File: src/rtl/fetch_unit_if.sv
// Fetch-stage bus: instruction-memory request/response, redirect and decoder handshake.
// FETCH_STATS_EN adds the stat_fetched/stat_dropped counters.
interface fetch_unit_if;
  logic        imem_req;
  logic [31:0] imem_addr;
  logic        imem_gnt;
  logic        imem_rvalid;
  logic [31:0] imem_rdata;
  logic        redirect;
  logic [31:0] redirect_pc;
  logic        op_valid;
  logic [31:0] op_value;
  logic [31:0] op_pc;
  logic        op_ready;
`ifdef FETCH_STATS_EN
  logic [31:0] stat_fetched;
  logic [31:0] stat_dropped;

  modport master (
    output imem_req, imem_addr, op_valid, op_value, op_pc, stat_fetched, stat_dropped,
    input  imem_gnt, imem_rvalid, imem_rdata, redirect, redirect_pc, op_ready
  );
  modport slave (
    input  imem_req, imem_addr, op_valid, op_value, op_pc, stat_fetched, stat_dropped,
    output imem_gnt, imem_rvalid, imem_rdata, redirect, redirect_pc, op_ready
  );
`else
  modport master (
    output imem_req, imem_addr, op_valid, op_value, op_pc,
    input  imem_gnt, imem_rvalid, imem_rdata, redirect, redirect_pc, op_ready
  );
  modport slave (
    input  imem_req, imem_addr, op_valid, op_value, op_pc,
    output imem_gnt, imem_rvalid, imem_rdata, redirect, redirect_pc, op_ready
  );
`endif
endinterface

File: src/rtl/fetch_unit.sv
// Instruction fetch stage: credit-limited word requests, in-order response FIFO, redirect flush.
// Optional macro FETCH_STATS_EN enables fetched/dropped counters.
module fetch_unit #(
  parameter logic [31:0] RESET_PC  = 32'h0000_0000,
  parameter int          BUF_DEPTH = 2
) (
  input  logic         clk,
  input  logic         rst,
  fetch_unit_if.master bus
);
  localparam int PW = $clog2(BUF_DEPTH);
  localparam int CW = $clog2(BUF_DEPTH + 1);
  localparam logic [31:0] NOP = 32'h0000_0013;

  logic [31:0]   fetch_pc_q, fetch_pc_d;
  logic [31:0]   resp_pc_q, resp_pc_d;
  logic [CW-1:0] count_q, count_d;
  logic [CW-1:0] inflight_q, inflight_d;
  logic [CW-1:0] drop_cnt_q, drop_cnt_d;
  logic [PW-1:0] rd_ptr_q, rd_ptr_d;
  logic [PW-1:0] wr_ptr_q, wr_ptr_d;
  logic [31:0]   op_value_q, op_value_d;
  logic [31:0]   op_pc_q, op_pc_d;
  logic [31:0]   mem_data [BUF_DEPTH];
  logic [31:0]   mem_pc   [BUF_DEPTH];
  logic [31:0]   target_pc;
  logic          credit_ok, req, fire, discard, push, pop, op_valid;

  assign target_pc = bus.redirect_pc & 32'hFFFF_FFFC;
  // inflight counts every outstanding request, stale or not, so a response always finds a slot
  assign credit_ok = ({1'b0, count_q} + {1'b0, inflight_q}) < (CW+1)'(BUF_DEPTH);
  assign req       = !rst && !bus.redirect && credit_ok;
  assign fire      = req && bus.imem_gnt;
  assign discard   = bus.imem_rvalid && (bus.redirect || (drop_cnt_q != '0));
  assign push      = bus.imem_rvalid && !discard;
  assign op_valid  = (count_q != '0);
  assign pop       = op_valid && bus.op_ready;

  always_comb begin
    fetch_pc_d = fetch_pc_q;
    resp_pc_d  = resp_pc_q;
    inflight_d = inflight_q + CW'(fire) - CW'(bus.imem_rvalid);
    drop_cnt_d = drop_cnt_q;
    count_d    = count_q;
    rd_ptr_d   = rd_ptr_q;
    wr_ptr_d   = wr_ptr_q;
    op_value_d = op_value_q;
    op_pc_d    = op_pc_q;
    if (bus.redirect) begin
      fetch_pc_d = target_pc;
      resp_pc_d  = target_pc;
      // everything still outstanding after this edge belongs to the old path
      drop_cnt_d = inflight_q - CW'(bus.imem_rvalid);
      count_d    = '0;
      rd_ptr_d   = '0;
      wr_ptr_d   = '0;
    end else begin
      if (fire) fetch_pc_d = fetch_pc_q + 32'd4;
      if (push) resp_pc_d = resp_pc_q + 32'd4;
      drop_cnt_d = drop_cnt_q - CW'(discard);
      count_d    = count_q + CW'(push) - CW'(pop);
      rd_ptr_d   = rd_ptr_q + PW'(pop);
      wr_ptr_d   = wr_ptr_q + PW'(push);
      // preload the output register with whatever will be at the head after this edge
      if (count_d != '0) begin
        if (push && (wr_ptr_q == rd_ptr_d)) begin
          op_value_d = bus.imem_rdata;
          op_pc_d    = resp_pc_q;
        end else begin
          op_value_d = mem_data[rd_ptr_d];
          op_pc_d    = mem_pc[rd_ptr_d];
        end
      end
    end
  end

  always_ff @(posedge clk) begin
    if (rst) begin
      fetch_pc_q <= RESET_PC;
      resp_pc_q  <= RESET_PC;
      inflight_q <= '0;
      drop_cnt_q <= '0;
      count_q    <= '0;
      rd_ptr_q   <= '0;
      wr_ptr_q   <= '0;
      op_value_q <= NOP;
      op_pc_q    <= RESET_PC;
    end else begin
      fetch_pc_q <= fetch_pc_d;
      resp_pc_q  <= resp_pc_d;
      inflight_q <= inflight_d;
      drop_cnt_q <= drop_cnt_d;
      count_q    <= count_d;
      rd_ptr_q   <= rd_ptr_d;
      wr_ptr_q   <= wr_ptr_d;
      op_value_q <= op_value_d;
      op_pc_q    <= op_pc_d;
    end
  end

  always_ff @(posedge clk) begin
    if (push && !rst) begin
      mem_data[wr_ptr_q] <= bus.imem_rdata;
      mem_pc[wr_ptr_q]   <= resp_pc_q;
    end
  end

  assign bus.imem_req  = req;
  assign bus.imem_addr = fetch_pc_q;
  assign bus.op_valid  = op_valid;
  assign bus.op_value  = op_value_q;
  assign bus.op_pc     = op_pc_q;

`ifdef FETCH_STATS_EN
  logic [31:0] stat_fetched_q, stat_dropped_q;

  always_ff @(posedge clk) begin
    if (rst) begin
      stat_fetched_q <= '0;
      stat_dropped_q <= '0;
    end else begin
      if (pop && (stat_fetched_q != 32'hFFFF_FFFF)) stat_fetched_q <= stat_fetched_q + 32'd1;
      if (discard && (stat_dropped_q != 32'hFFFF_FFFF)) stat_dropped_q <= stat_dropped_q + 32'd1;
    end
  end

  assign bus.stat_fetched = stat_fetched_q;
  assign bus.stat_dropped = stat_dropped_q;
`endif
endmodule
File: src/flat_wrapper.sv
// flat-port wrapper written by rule: the top's interface ports become plain ports
module fetch_unit_flat 
#(
  parameter logic [31:0] RESET_PC  = 32'h0000_0000,
  parameter int          BUF_DEPTH = 2
)
  (clk, rst, bus_imem_req, bus_imem_addr, bus_op_valid, bus_op_value, bus_op_pc, bus_imem_gnt, bus_imem_rvalid, bus_imem_rdata, bus_redirect, bus_redirect_pc, bus_op_ready);
  fetch_unit_if bus_i ();
  input  logic clk;
  input  logic rst;
  output wire logic [$bits(bus_i.imem_req)-1:0] bus_imem_req;
  output wire logic [$bits(bus_i.imem_addr)-1:0] bus_imem_addr;
  output wire logic [$bits(bus_i.op_valid)-1:0] bus_op_valid;
  output wire logic [$bits(bus_i.op_value)-1:0] bus_op_value;
  output wire logic [$bits(bus_i.op_pc)-1:0] bus_op_pc;
  input wire logic [$bits(bus_i.imem_gnt)-1:0] bus_imem_gnt;
  input wire logic [$bits(bus_i.imem_rvalid)-1:0] bus_imem_rvalid;
  input wire logic [$bits(bus_i.imem_rdata)-1:0] bus_imem_rdata;
  input wire logic [$bits(bus_i.redirect)-1:0] bus_redirect;
  input wire logic [$bits(bus_i.redirect_pc)-1:0] bus_redirect_pc;
  input wire logic [$bits(bus_i.op_ready)-1:0] bus_op_ready;
  assign bus_imem_req = bus_i.imem_req;
  assign bus_imem_addr = bus_i.imem_addr;
  assign bus_op_valid = bus_i.op_valid;
  assign bus_op_value = bus_i.op_value;
  assign bus_op_pc = bus_i.op_pc;
  assign bus_i.imem_gnt = bus_imem_gnt;
  assign bus_i.imem_rvalid = bus_imem_rvalid;
  assign bus_i.imem_rdata = bus_imem_rdata;
  assign bus_i.redirect = bus_redirect;
  assign bus_i.redirect_pc = bus_redirect_pc;
  assign bus_i.op_ready = bus_op_ready;
  fetch_unit #(.RESET_PC(RESET_PC), .BUF_DEPTH(BUF_DEPTH)) u_core (.clk(clk), .rst(rst), .bus(bus_i));
endmodule
File: config.mk
export PLATFORM = sky130hd
export DESIGN_NAME = fetch_unit_flat
export DESIGN_NICKNAME = d
export VERILOG_FILES = /design/src/rtl/fetch_unit_if.sv /design/src/rtl/fetch_unit.sv /design/src/flat_wrapper.sv
export SDC_FILE = /design/constraint.sdc
export NUM_CORES = 1
export LEC_CHECK = 0
export BUFFER_PORTS_ARGS = -buffer_cell sky130_fd_sc_hd__buf_2
export CAP_MARGIN = 25
export CORE_MARGIN = 1
export CORE_UTILIZATION = 59
export CTS_BUF_LIST = sky130_fd_sc_hd__clkbuf_4
export DETAILED_ROUTE_END_ITERATION = 16
export PLACE_DENSITY_LB_ADDON = 0.3
export SYNTH_ARGS = -nofsm -noshare
export SYNTH_HDL_FRONTEND = slang
export SYNTH_SLANG_ARGS = --single-unit
File: constraint.sdc
create_clock -name clk -period 6.3 [get_ports clk]
set_clock_uncertainty 0.2 [all_clocks]
set_input_delay 1.26 -clock clk [delete_from_list [all_inputs] [get_ports clk]]
set_output_delay 1.26 -clock clk [all_outputs]
set_load 0.03 [all_outputs]
### After elaboration in Yosys (flattened, before gate mapping)

Memory sizes are Yosys's and may differ from the RTL's. A register that Yosys moved wholly into a read port is not among the register bits.
Index checks and enable logic that the tools add are counted.
Widths: inputs -> output; s select.

* bitwise logic cells: 1
* shift operators: 0
* divide/modulo/power cells: 0
* add/subtract/negate cells: 11
* order comparisons: 1
* mux-type cells: 7
* reductions and logical operators: 18
* $mul: 0
* equality and inequality tests: 0

Operators by type and width (number)
* $mux 32: 4
* $add 32x3->32 const B: 2
* $reduce_bool 2->1: 5
* $sub 2x1->2: 4
* $logic_and 1x1->1: 7
* $add 2x1->2: 2
* $add 2x2->3: 1
* $logic_not 1->1: 3
* $lt 3x2->1 const B: 1
* $add 1x1->1: 2
* $mux 1: 2
* $mux 2: 1
* $reduce_and 2->1: 1
* $reduce_or 2->1: 1
* $logic_or 1x1->1: 1
* $not 1->1: 1

* ROM bits: 0
* bits in latches: 0
* memories kept: 2
* bits in registers: 72
* input bits: 70
* output and inout port bits: 98
* memory bits (writable): 128

Memories
* u_core.mem_data: depth 2, bits a word 32, rd ports 1, clocked after Yosys merged registers in 1, write ports 1, RTL line fetch_unit.sv:24 `logic [31:0] mem_data [BUF_DEPTH];`
* u_core.mem_pc: depth 2, bits a word 32, rd ports 1, clocked after Yosys merged registers in 1, write ports 1, RTL line fetch_unit.sv:25 `logic [31:0] mem_pc [BUF_DEPTH];`

### Logic depth before layout (Yosys ltp)

Gate-level depths: netlist of the first run.

* word-level depth: 9
* depth in mapped cells: 11

### Least setup slack after synthesis of the first run

Ideal clock, no wire load.

* kind: input-to-reg
* start point: input bus_imem_rvalid
* end point: memory u_core.mem_data[0][0] (enable)
* data arrival time: 4813 ps
* stages on the path: 4
* slack: 805 ps
* cells stage by stage: or3b_4 -> or3_4 -> clkbuf_1 -> nor2_1

* word-level cells in the longest chain between the ends: 6

RTL lines
* from (decl): RTL line flat_wrapper.sv:17 `input wire logic [$bits(bus_i.imem_rvalid)-1:0] bus_imem_rvalid;`
* $logic_and 1x1->1: RTL line fetch_unit.sv:34 `assign discard = bus.imem_rvalid && (bus.redirect || (drop_cnt_q != '0));`
* $logic_not 1->1: RTL line fetch_unit.sv:35 `assign push = bus.imem_rvalid && !discard;`
* $logic_and 1x1->1 (*): RTL line fetch_unit.sv:35
* $logic_and 1x1->1 (*): RTL line fetch_unit.sv:102 `if (push && !rst) begin`
* $mux 1 (*): RTL line fetch_unit.sv:102
* $mux 1 (not written as such) (*): RTL line fetch_unit.sv:103 `mem_data[wr_ptr_q] <= bus.imem_rdata;`
* to (decl): RTL line fetch_unit.sv:24

Mark *: on every way between the ends. The rest lies on a longest branch, timed or not.

### Worst setup path in the final report of the first run

* start point: input bus_redirect
* end point: output bus_imem_req

* word-level cells in the longest chain between the ends: 3

RTL lines
* from (decl): RTL line flat_wrapper.sv:19 `input wire logic [$bits(bus_i.redirect)-1:0] bus_redirect;`
* $logic_not 1->1: RTL line fetch_unit.sv:32 `assign req = !rst && !bus.redirect && credit_ok;`
* $logic_and 1x1->1 (2 in a row): RTL line fetch_unit.sv:32
* to (decl): RTL line flat_wrapper.sv:11 `output wire logic [$bits(bus_i.imem_req)-1:0] bus_imem_req;`

Every way passes these cells.

==> results of run 1 <==
## area by class of cell
type	instances	area [sq um]
Sequential cell	254	6326
Fill cell	1306	5069
Timing Repair Buffer	174	900.9
Clock buffer	107	803.3
Clock inverter	10	42.54
Multi-Input combinational cell	550	3867
Antenna cell	1	2.502
Tap cell	225	281.5
Inverter	33	123.9
## layout by cell type, fill, tap and decap left out, types with 12 or more instances in the layout
cell type,n
xor2_1,26
buf_4,12
xnor2_1,17
a21boi_0,14
a221o_1,59
nand4_1,21
mux2i_1,63
buf_2,162
and3_1,12
dfxtp_1,130
inv_1,33
a21oi_1,26
nand2_1,36
nand3_1,34
clkbuf_4,107
edfxtp_1,124
nor2_1,98
a211oi_1,13
## how the worst min path moves through the flow
| stage | slack [ns] | to |
|---|---|---|
| after floorplan | 0.29 | u_core.mem_pc[0][31] |
| final | 0.28 | u_core.bus.op_value[15] |
| after global routing | 0.30 | u_core.bus.op_value[14] |
| after CTS | 0.28 | u_core.bus.op_value[4] |
| after global placement | 0.26 | u_core.bus.op_value[4] |
| after detailed placement | 0.26 | u_core.bus.op_pc[17] |
## through the flow
stage | utilization, % | instance area (sq um) | hold WS, ns
floorplan | - | 10570 | 0.2850
global placement | 66.00 | 11490 | 0.2568
detailed placement | 66.00 | 11490 | 0.2617
CTS | 70.85 | 12340 | 0.2751
global route | 70.90 | 12350 | 0.2964
finish | 70.90 | 12350 | 0.2768
## power by group
group          switching [mW]  internal (mW)  total, mW
clock                   0.633          0.767       1.40
sequential             0.0719           1.82       1.89
combinational           0.287          0.154      0.440
total                   0.992           2.74       3.73
## sequential cells by signal, summed over array words and instances, names as in the netlist
name                  cells
u_core.mem_pc            60
u_core.bus.op_pc         30
u_core.mem_data          64
u_core.drop_cnt_q         2
u_core.resp_pc_q         30
u_core.inflight_q         2
u_core.bus.imem_addr     30
u_core.wr_ptr_q           1
u_core.rd_ptr_q           1
u_core.bus.op_value      32
u_core.count_q            2
## kinds of logic (layout without fill, tap and decap cells)
| group | after synthesis | in the layout | synth area share, % |
|---|---|---|---|
| AO/OA/AOI/OAI | 166 | 166 | 12.46 |
| XOR/XNOR | 46 | 46 | 4.088 |
| adder cells (fa/ha/maj) | 8 | 8 | 1.019 |
| buffers and inverters | 87 | 324 | 3.875 |
| flip-flops | 254 | 254 | 59.91 |
| multiplexers | 64 | 64 | 6.078 |
| other | 1 | 5 | 0.03551 |
| AND/OR/NAND/NOR | 262 | 262 | 12.54 |
## routing by layer
layer | vias up | routed length [um] | GRT usage, %
met5 | - | 10 | 0
met4 | 2 | 456 | 9.863
met3 | 46 | 1950 | 6.360
met2 | 343 | 10810 | 40.36
met1 | 3767 | 10560 | 35.87
li1 | 3740 | - | -
==> results.py, run 1 <==
metrics = {
    "logic_synthesis": {
        "yosysUniqueCellTypes": 62,
        "ys.flop_type": "dfxtp_1",
        "yosysMostFrequentCell": "dfxtp_1",
        "synth-seq-area-share_pct": 59.91,
        "synth_common_cells": "dfxtp_1 (130), edfxtp_1 (124), nor2_1 (101)",
        "synth_top_area_share_pct": 35.26,
        "synth-edff-count": 124,
        "ys_warn_count": 0,
        "yosys.area.top_type": "edfxtp_1",
        "ys_ff_latch": 254,
        "syn-cell-area_sq_mm": 0.01056,
        "synth_area_per_cell_sq_um": 11.89,
        "synthesis.instances": 888,
        "async_flop_share_pct": 0,
        "ys_top_cells_by_area": "edfxtp_1 (35%), dfxtp_1 (25%), mux2i_1 (6.0%)",
    },
    "timing": {
        "setup_viol": 0,
        "tightest_slew_ns": 0.8627,
        "slew_headroom_pct": 42.36,
        "max_freq_mhz": 252.8,
        "fin_setup_tns_ns": 0,
        "post-route-period-util_pct": 62.79,
        "rsz0062_at_grt": "no",
        "min_period_ns": 3.956,
        "timing_hold_violations_final": 0,
        "worst_slack_ns": 2.344,
        "drv_slew": 0,
    },
    "outcome": {
        "status": "completed",
    },
    "routing": {
        "avgViaCountPerCell": 5.833,
        "drcViolationCount": 0,
        "wl_per_cell_um": 17.57,
        "drt_pass1_iterations": 5,
        "vias": 7898,
        "ant_nets": 0,
        "drt_iter0_markers": 743,
        "wirelength_um": 23790,
    },
    "min_path": {
        "hold_depth": 1,
        "hp-class": "register to register",
        "hp-start": "u_core.bus.op_value[15]",
    },
    "power_and_ir_drop": {
        "peakVddDrop_mv": 0.1602,
        "p_leak_nw": 5.299,
        "p_per_area_mw_per_mm2": 302.0,
        "finalPower_mw": 3.729,
    },
    "cells_and_area": {
        "instances_no_fill": 1354,
        "final_nets": 1157,
        "area.growth.synth_to_final_pct": 16.93,
        "drive_gt1_share_pct": 26.77,
    },
    "critical_path": {
        "slowest_delay_ns": 0.50,
        "cp-endpoint": "bus_imem_req",
        "regToRegEndpoint": "u_core.bus.op_value[23]",
        "cp_data_required_time_ns": 4.84,
        "arrival_ns": 2.50,
        "worstPathBufferInverterCount": 3,
        "r2r_cells": 10,
        "r2r_start": "u_core.drop_cnt_q[1]",
        "startpoint": "bus_redirect",
        "crit_fanout": 60,
        "cpMostUsedCell": "buf_2",
        "r2r_slack_ns": 2.75,
        "cp-end-kind": "primary output",
        "slowest_stage": "nor4_1",
        "crit_family": "buffers and inverters",
        "crit_chain": "buf_2, buf_4, nor4_1, buf_2",
        "crit_cells": 4,
        "worst_setup_path_start_kind": "input pin",
        "path_class": "input pin to primary output",
    },
    "global_routing": {
        "first_global_vias": 7414,
        "track_usage_pct": 26.22,
        "grt_first_pass_wirelength_um": 37300,
        "grt_max_degree": 63,
        "grt.overflow.total": 0,
        "antenna_found_initial": 2,
    },
    "clock_network": {
        "cts.sinks": 254,
        "cts_made_buffers": 66,
        "cts_setup_buffers": 0,
        "clock_latency_ns": 0.64,
        "cts_buffer_depth": 3,
        "clkTransAtPathRegs_ns": 0.06,
        "h-tree-depth": 3,
        "postCtsHoldBufs": 0,
        "cts_root_buf": "clkbuf_4",
        "cts_tree": "built",
        "cts.repair.resized": 0,
    },
    "die": {
        "start_util_pct": 60.63,
        "die-area_sq_mm": 0.01844,
        "die_y_um": 135.8,
        "die_w_um": 135.8,
        "fp-row-count": 48,
        "fp.coreArea_sq_mm": 0.01742,
        "ios": 168,
    },
    "placement": {
        "port_buffers": 161,
        "gp_congestion": 0.9091,
        "dp_cells": 1235,
        "hpwl_um": 14890,
        "pre_cts_ws_ns": 1.760,
    },
    "job": {
        "maxCapViolCount": 0,
    },
}
No activity file was read; power rests on OpenSTA's default activity.
==> run 2, diff against run 1 <==
- CORE_UTILIZATION: 59 -> 53
- clock period: 6.3 -> 3.5 ns (I/O delays scaled with it)
==> results.py, run 2 (synthesis results as in run 1) <==
metrics = {
    "outcome": {
        "status": "completed",
    },
    "critical_path": {
        "cp-endpoint": "bus_imem_req",
        "cp_data_required_time_ns": 2.60,
        "arrival_ns": 2.41,
        "crit_fanout": 3,
        "slowest_stage": "nor4_1",
        "worst_setup_path_start_kind": "register",
        "cp-end-kind": "primary output",
        "crit_chain": "inv_1, nor2_1, fa_1, nor4_1, buf_2",
        "r2r_slack_ns": 0.55,
        "regToRegEndpoint": "u_core.bus.imem_addr[17]",
        "r2r_cells": 8,
        "path_class": "register to primary output",
        "slowest_delay_ns": 0.47,
        "startpoint": "u_core.count_q[0]",
        "r2r_start": "u_core.count_q[0]",
    },
    "placement": {
        "hpwl_um": 15560,
        "pre_cts_ws_ns": 0.3014,
        "gp_congestion": 0.8673,
        "port_buffers": 161,
    },
    "clock_network": {
        "cts_tree": "built",
        "clock_latency_ns": 0.64,
        "cts.repair.resized": 0,
        "cts.sinks": 254,
        "cts_buffer_depth": 3,
        "postCtsHoldBufs": 0,
        "h-tree-depth": 3,
        "cts_root_buf": "clkbuf_4",
        "clkTransAtPathRegs_ns": 0.06,
        "cts_setup_buffers": 0,
        "cts_made_buffers": 67,
    },
    "cells_and_area": {
        "final_nets": 1169,
        "top_register": "u_core.mem_data",
        "area.growth.synth_to_final_pct": 19.02,
        "fillerInstances": 1581,
        "drive_gt1_share_pct": 27.45,
        "final_common_cell": "buf_2",
        "layout_common_cells": "buf_2 (161), dfxtp_1 (130), edfxtp_1 (124), clkbuf_4 (105), nor2_1 (98)",
        "largest_register_ffs": 64,
    },
    "die": {
        "start_util_pct": 54.08,
        "fp-row-count": 51,
        "fp.coreArea_sq_mm": 0.01953,
        "die_w_um": 143.2,
        "die_y_um": 143.2,
        "ios": 168,
        "die-area_sq_mm": 0.02049,
    },
    "global_routing": {
        "track_usage_pct": 24.00,
        "antenna_found_initial": 1,
        "grt_max_degree": 61,
        "first_global_vias": 7447,
        "grt.overflow.total": 0,
        "grt_first_pass_wirelength_um": 37990,
    },
    "power_and_ir_drop": {
        "p_leak_nw": 5.388,
        "p_per_area_mw_per_mm2": 542.5,
        "peakVddDrop_mv": 0.1949,
    },
    "routing": {
        "drt_iter0_markers": 587,
        "avgViaCountPerCell": 5.635,
        "ant_nets": 0,
        "wirelength_um": 24060,
        "drt_pass1_iterations": 5,
        "vias": 7946,
        "drcViolationCount": 0,
        "wl_per_cell_um": 17.06,
    },
    "timing": {
        "post-route-period-util_pct": 94.54,
        "slew_headroom_pct": 34.63,
        "drv_slew": 0,
        "max_freq_mhz": 302.2,
        "rsz0062_at_grt": "no",
        "timing_hold_violations_final": 0,
        "worst_slack_ns": 0.1913,
        "fin_hold_ws_ns": 0.07838,
        "min_period_ns": 3.309,
        "tightest_slew_ns": 0.9715,
        "setup_viol": 0,
    },
    "job": {
        "maxCapViolCount": 0,
    },
    "min_path": {
        "hp-class": "input pin to register",
    },
}
[run 2: worst min-delay path by stage]
stage                              end  slack [ns]               startpoint  cells past startpoint
6_report        u_core.mem_data[1][19]        0.08       bus_imem_rdata[19]                      1
3_3_place_gp    u_core.bus.op_value[1]        0.25   u_core.bus.op_value[1]                      2
5_1_grt         u_core.mem_data[1][19]        0.02       bus_imem_rdata[19]                      1
2_1_floorplan     u_core.mem_pc[0][31]        0.29     u_core.resp_pc_q[31]                      0
4_1_cts         u_core.mem_data[1][19]        0.02       bus_imem_rdata[19]                      1
3_5_place_dp   u_core.bus.op_value[15]        0.26  u_core.bus.op_value[15]                      1
[run 2: area by class of cell]
| type | instances | area (sq um) | area share (%) |
|---|---|---|---|
| sequential | 254 | 6326 | 50.33 |
| multi-input combinational | 550 | 3867 | 30.77 |
| timing repair buffer | 185 | 1036 | 8.243 |
| clock buffer | 105 | 788.3 | 6.272 |
| tap | 265 | 331.6 | 2.638 |
| inverter | 33 | 123.9 | 0.9856 |
| clock inverter | 17 | 92.59 | 0.7367 |
| antenna | 1 | 2.502 | 0.01991 |
[run 2: power by group]
group | switching, mW | internal [mW]
logic | 0.519 | 0.296
clock network | 1.16 | 1.44
registers | 0.131 | 3.27
total | 1.81 | 5.01
[run 2: routing by layer]
layer | wire length (um) | up-vias | global-route usage [%]
met5 | 0 | - | 0
met1 | 10780 | 3742 | 33.26
met2 | 10780 | 382 | 36.15
met4 | 452 | 0 | 9.904
li1 | - | 3783 | -
met3 | 2043 | 39 | 5.533
[run 2: per-stage QoR]
step,utilization (%),instance area [sq um],setup TNS [ns],power [mW],cells
final,64.37,12570,0,6.818,1410
after global routing,64.37,12570,0,7.144,1410
after CTS,64.35,12570,0,6.890,1409
after detailed placement,59.84,11690,0,4.274,1287
after global placement,59.84,11690,0,4.257,1287
after floorplan,-,10580,-50.65,3.992,891
[run 2: critical path: cells and delay by family, from the launching register on]
family        cells  cell delay (ns)
buf+inv           2             0.38
flops             1             0.34
fa+ha+maj         1             0.46
simple gates      2             0.61
==> run 3, diff against run 2 <==
- CORE_ASPECT_RATIO: unset -> 1.75
==> results.py, run 3 (synthesis results as in run 1) <==
metrics = {
    "clock_network": {
        "cts_tree": "built",
        "postCtsHoldBufs": 31,
        "cts_made_buffers": 57,
        "cts.repair.resized": 0,
        "clock_latency_ns": 0.68,
        "cts_buffer_depth": 3,
        "cts_root_buf": "clkbuf_4",
        "h-tree-depth": 2,
        "cts_setup_buffers": 0,
        "clkTransAtPathRegs_ns": 0.07,
        "cts.sinks": 254,
    },
    "routing": {
        "avgViaCountPerCell": 5.727,
        "vias": 8007,
        "drcViolationCount": 0,
        "wirelength_um": 24820,
        "wl_per_cell_um": 17.75,
        "ant_nets": 0,
        "drt_pass1_iterations": 5,
        "drt_iter0_markers": 467,
    },
    "cells_and_area": {
        "largest_register_ffs": 64,
        "fin_area_sq_mm": 0.01267,
        "top_register": "u_core.mem_data",
        "final_common_cell": "buf_2",
        "area.growth.synth_to_final_pct": 20.02,
        "layout_common_cells": "buf_2 (161), dfxtp_1 (130), edfxtp_1 (124), nor2_1 (98), clkbuf_4 (90)",
        "final_nets": 1184,
        "drive_gt1_share_pct": 25.00,
        "instances_no_fill": 1398,
        "fillerInstances": 1575,
    },
    "timing": {
        "tightest_slew_ns": 0.8953,
        "setup_viol": 0,
        "timing_hold_violations_final": 0,
        "post-route-period-util_pct": 92.61,
        "min_period_ns": 3.241,
        "slew_headroom_pct": 39.77,
        "worst_slack_ns": 0.2587,
        "fin_hold_ws_ns": 0.09059,
        "drv_slew": 0,
        "max_freq_mhz": 308.5,
        "rsz0062_at_grt": "no",
    },
    "critical_path": {
        "slowest_stage": "fa_1",
        "slowest_delay_ns": 0.46,
        "arrival_ns": 2.34,
        "worst_setup_path_start_kind": "register",
        "cp-end-kind": "primary output",
        "cp_data_required_time_ns": 2.60,
        "crit_fanout": 3,
        "crit_chain": "inv_1, nor2_1, fa_1, nor4_1, buf_2",
        "path_class": "register to primary output",
    },
    "placement": {
        "port_buffers": 161,
        "hpwl_um": 15450,
        "postPlaceCellArea_sq_mm": 0.01163,
        "dp_cells": 1261,
        "gp_congestion": 0.8503,
        "pre_cts_ws_ns": 0.1623,
    },
    "global_routing": {
        "grt.overflow.total": 0,
        "grt_max_degree": 63,
        "grt_first_pass_wirelength_um": 38760,
        "antenna_found_initial": 1,
        "track_usage_pct": 24.39,
        "first_global_vias": 7835,
    },
    "outcome": {
        "status": "completed",
    },
    "job": {
        "maxCapViolCount": 0,
    },
    "die": {
        "die_y_um": 188.7,
        "die-area_sq_mm": 0.02052,
        "start_util_pct": 53.73,
        "fp-row-count": 68,
        "ios": 168,
        "fp.coreArea_sq_mm": 0.01965,
        "die_w_um": 108.7,
    },
    "power_and_ir_drop": {
        "p_sw_share_pct": 27.01,
        "clkPwrFrac_pct": 34.8,
        "p_switching_mw": 1.756,
        "comb_power_share_pct": 12.8,
        "power.share.sequential_pct": 52.3,
        "p_per_area_mw_per_mm2": 512.9,
        "peakVddDrop_mv": 0.3074,
        "power.internal_mw": 4.745,
        "p_leak_nw": 5.398,
    },
    "min_path": {
        "hp-class": "input pin to register",
    },
}
## run 3: cell types whose count changed in the layout (fill, tap and decap cells not counted), sizes merged
cell / before / now
buf: 185 / 179
bufinv: 1 / 0
clkbuf: 105 / 90
clkinv: 11 / 14
dlygate4sd3: 0 / 31
inv: 38 / 34
## run 3: stage by stage
step / util [%] / power [mW] / TNS, ns
floorplan: - / 3.992 / -50.65
global placement: 59.16 / 4.251 / 0
detailed placement: 59.16 / 4.267 / 0
CTS: 64.48 / 6.571 / 0
global route: 64.49 / 6.778 / 0
finish: 64.49 / 6.501 / 0
## run 3: final cells by class
cell class | instances | area, sq um | area share, %
diodes | 1 | 2.502 | 0.01974
clock buffers | 90 | 675.6 | 5.331
clock inverters | 15 | 58.81 | 0.4640
inverters | 33 | 123.9 | 0.9773
multi-input cells | 550 | 3867 | 30.51
flip-flops and latches | 254 | 6326 | 49.91
well taps | 245 | 306.5 | 2.419
repair buffers | 210 | 1314 | 10.37
## run 3: path summary, 6_finish.rpt
kind | endpoint | startpoint | slack [ns] | depth (start not counted)
max | bus_imem_req | u_core.count_q[0] | 0.26 | 5
max reg2reg | u_core.bus.imem_addr[21] | u_core.count_q[0] | 0.45 | 8
min reg2reg | u_core.bus.op_value[4] | u_core.bus.op_value[4] | 0.27 | 2
min | u_core.mem_data[0][6] | bus_imem_rdata[6] | 0.09 | 1
## run 3: metal layers
| metal | vias to the layer above | routed length, um | part of all wire (%) | track usage, % |
|---|---|---|---|---|
| met3 | 77 | 1301 | 5.2 | 4.670 |
| met1 | 3833 | 9578 | 39 | 27.03 |
| met5 | - | 0 | 0 | 0 |
| met2 | 299 | 12790 | 52 | 42.45 |
| met4 | 0 | 1143 | 4.6 | 14.40 |
| li1 | 3798 | - | - | - |
## run 3: power by group through the flow
stage / logic (mW) / clock network (mW) / registers (mW)
final: 0.835 / 2.27 / 3.40
after global routing: 0.900 / 2.46 / 3.42
after CTS: 0.837 / 2.34 / 3.40
after detailed placement: 0.805 / 0 / 3.46
after global placement: 0.794 / 0 / 3.46
after floorplan: 0.386 / 0 / 3.61
## run 3: critical path: cells and delay by family, from the launching register on
kind,cells,cell delay [ns]
and+or+nand+nor,2,0.52
adders and majority gates,1,0.46
DFF,1,0.34
buffers and inverters,2,0.34
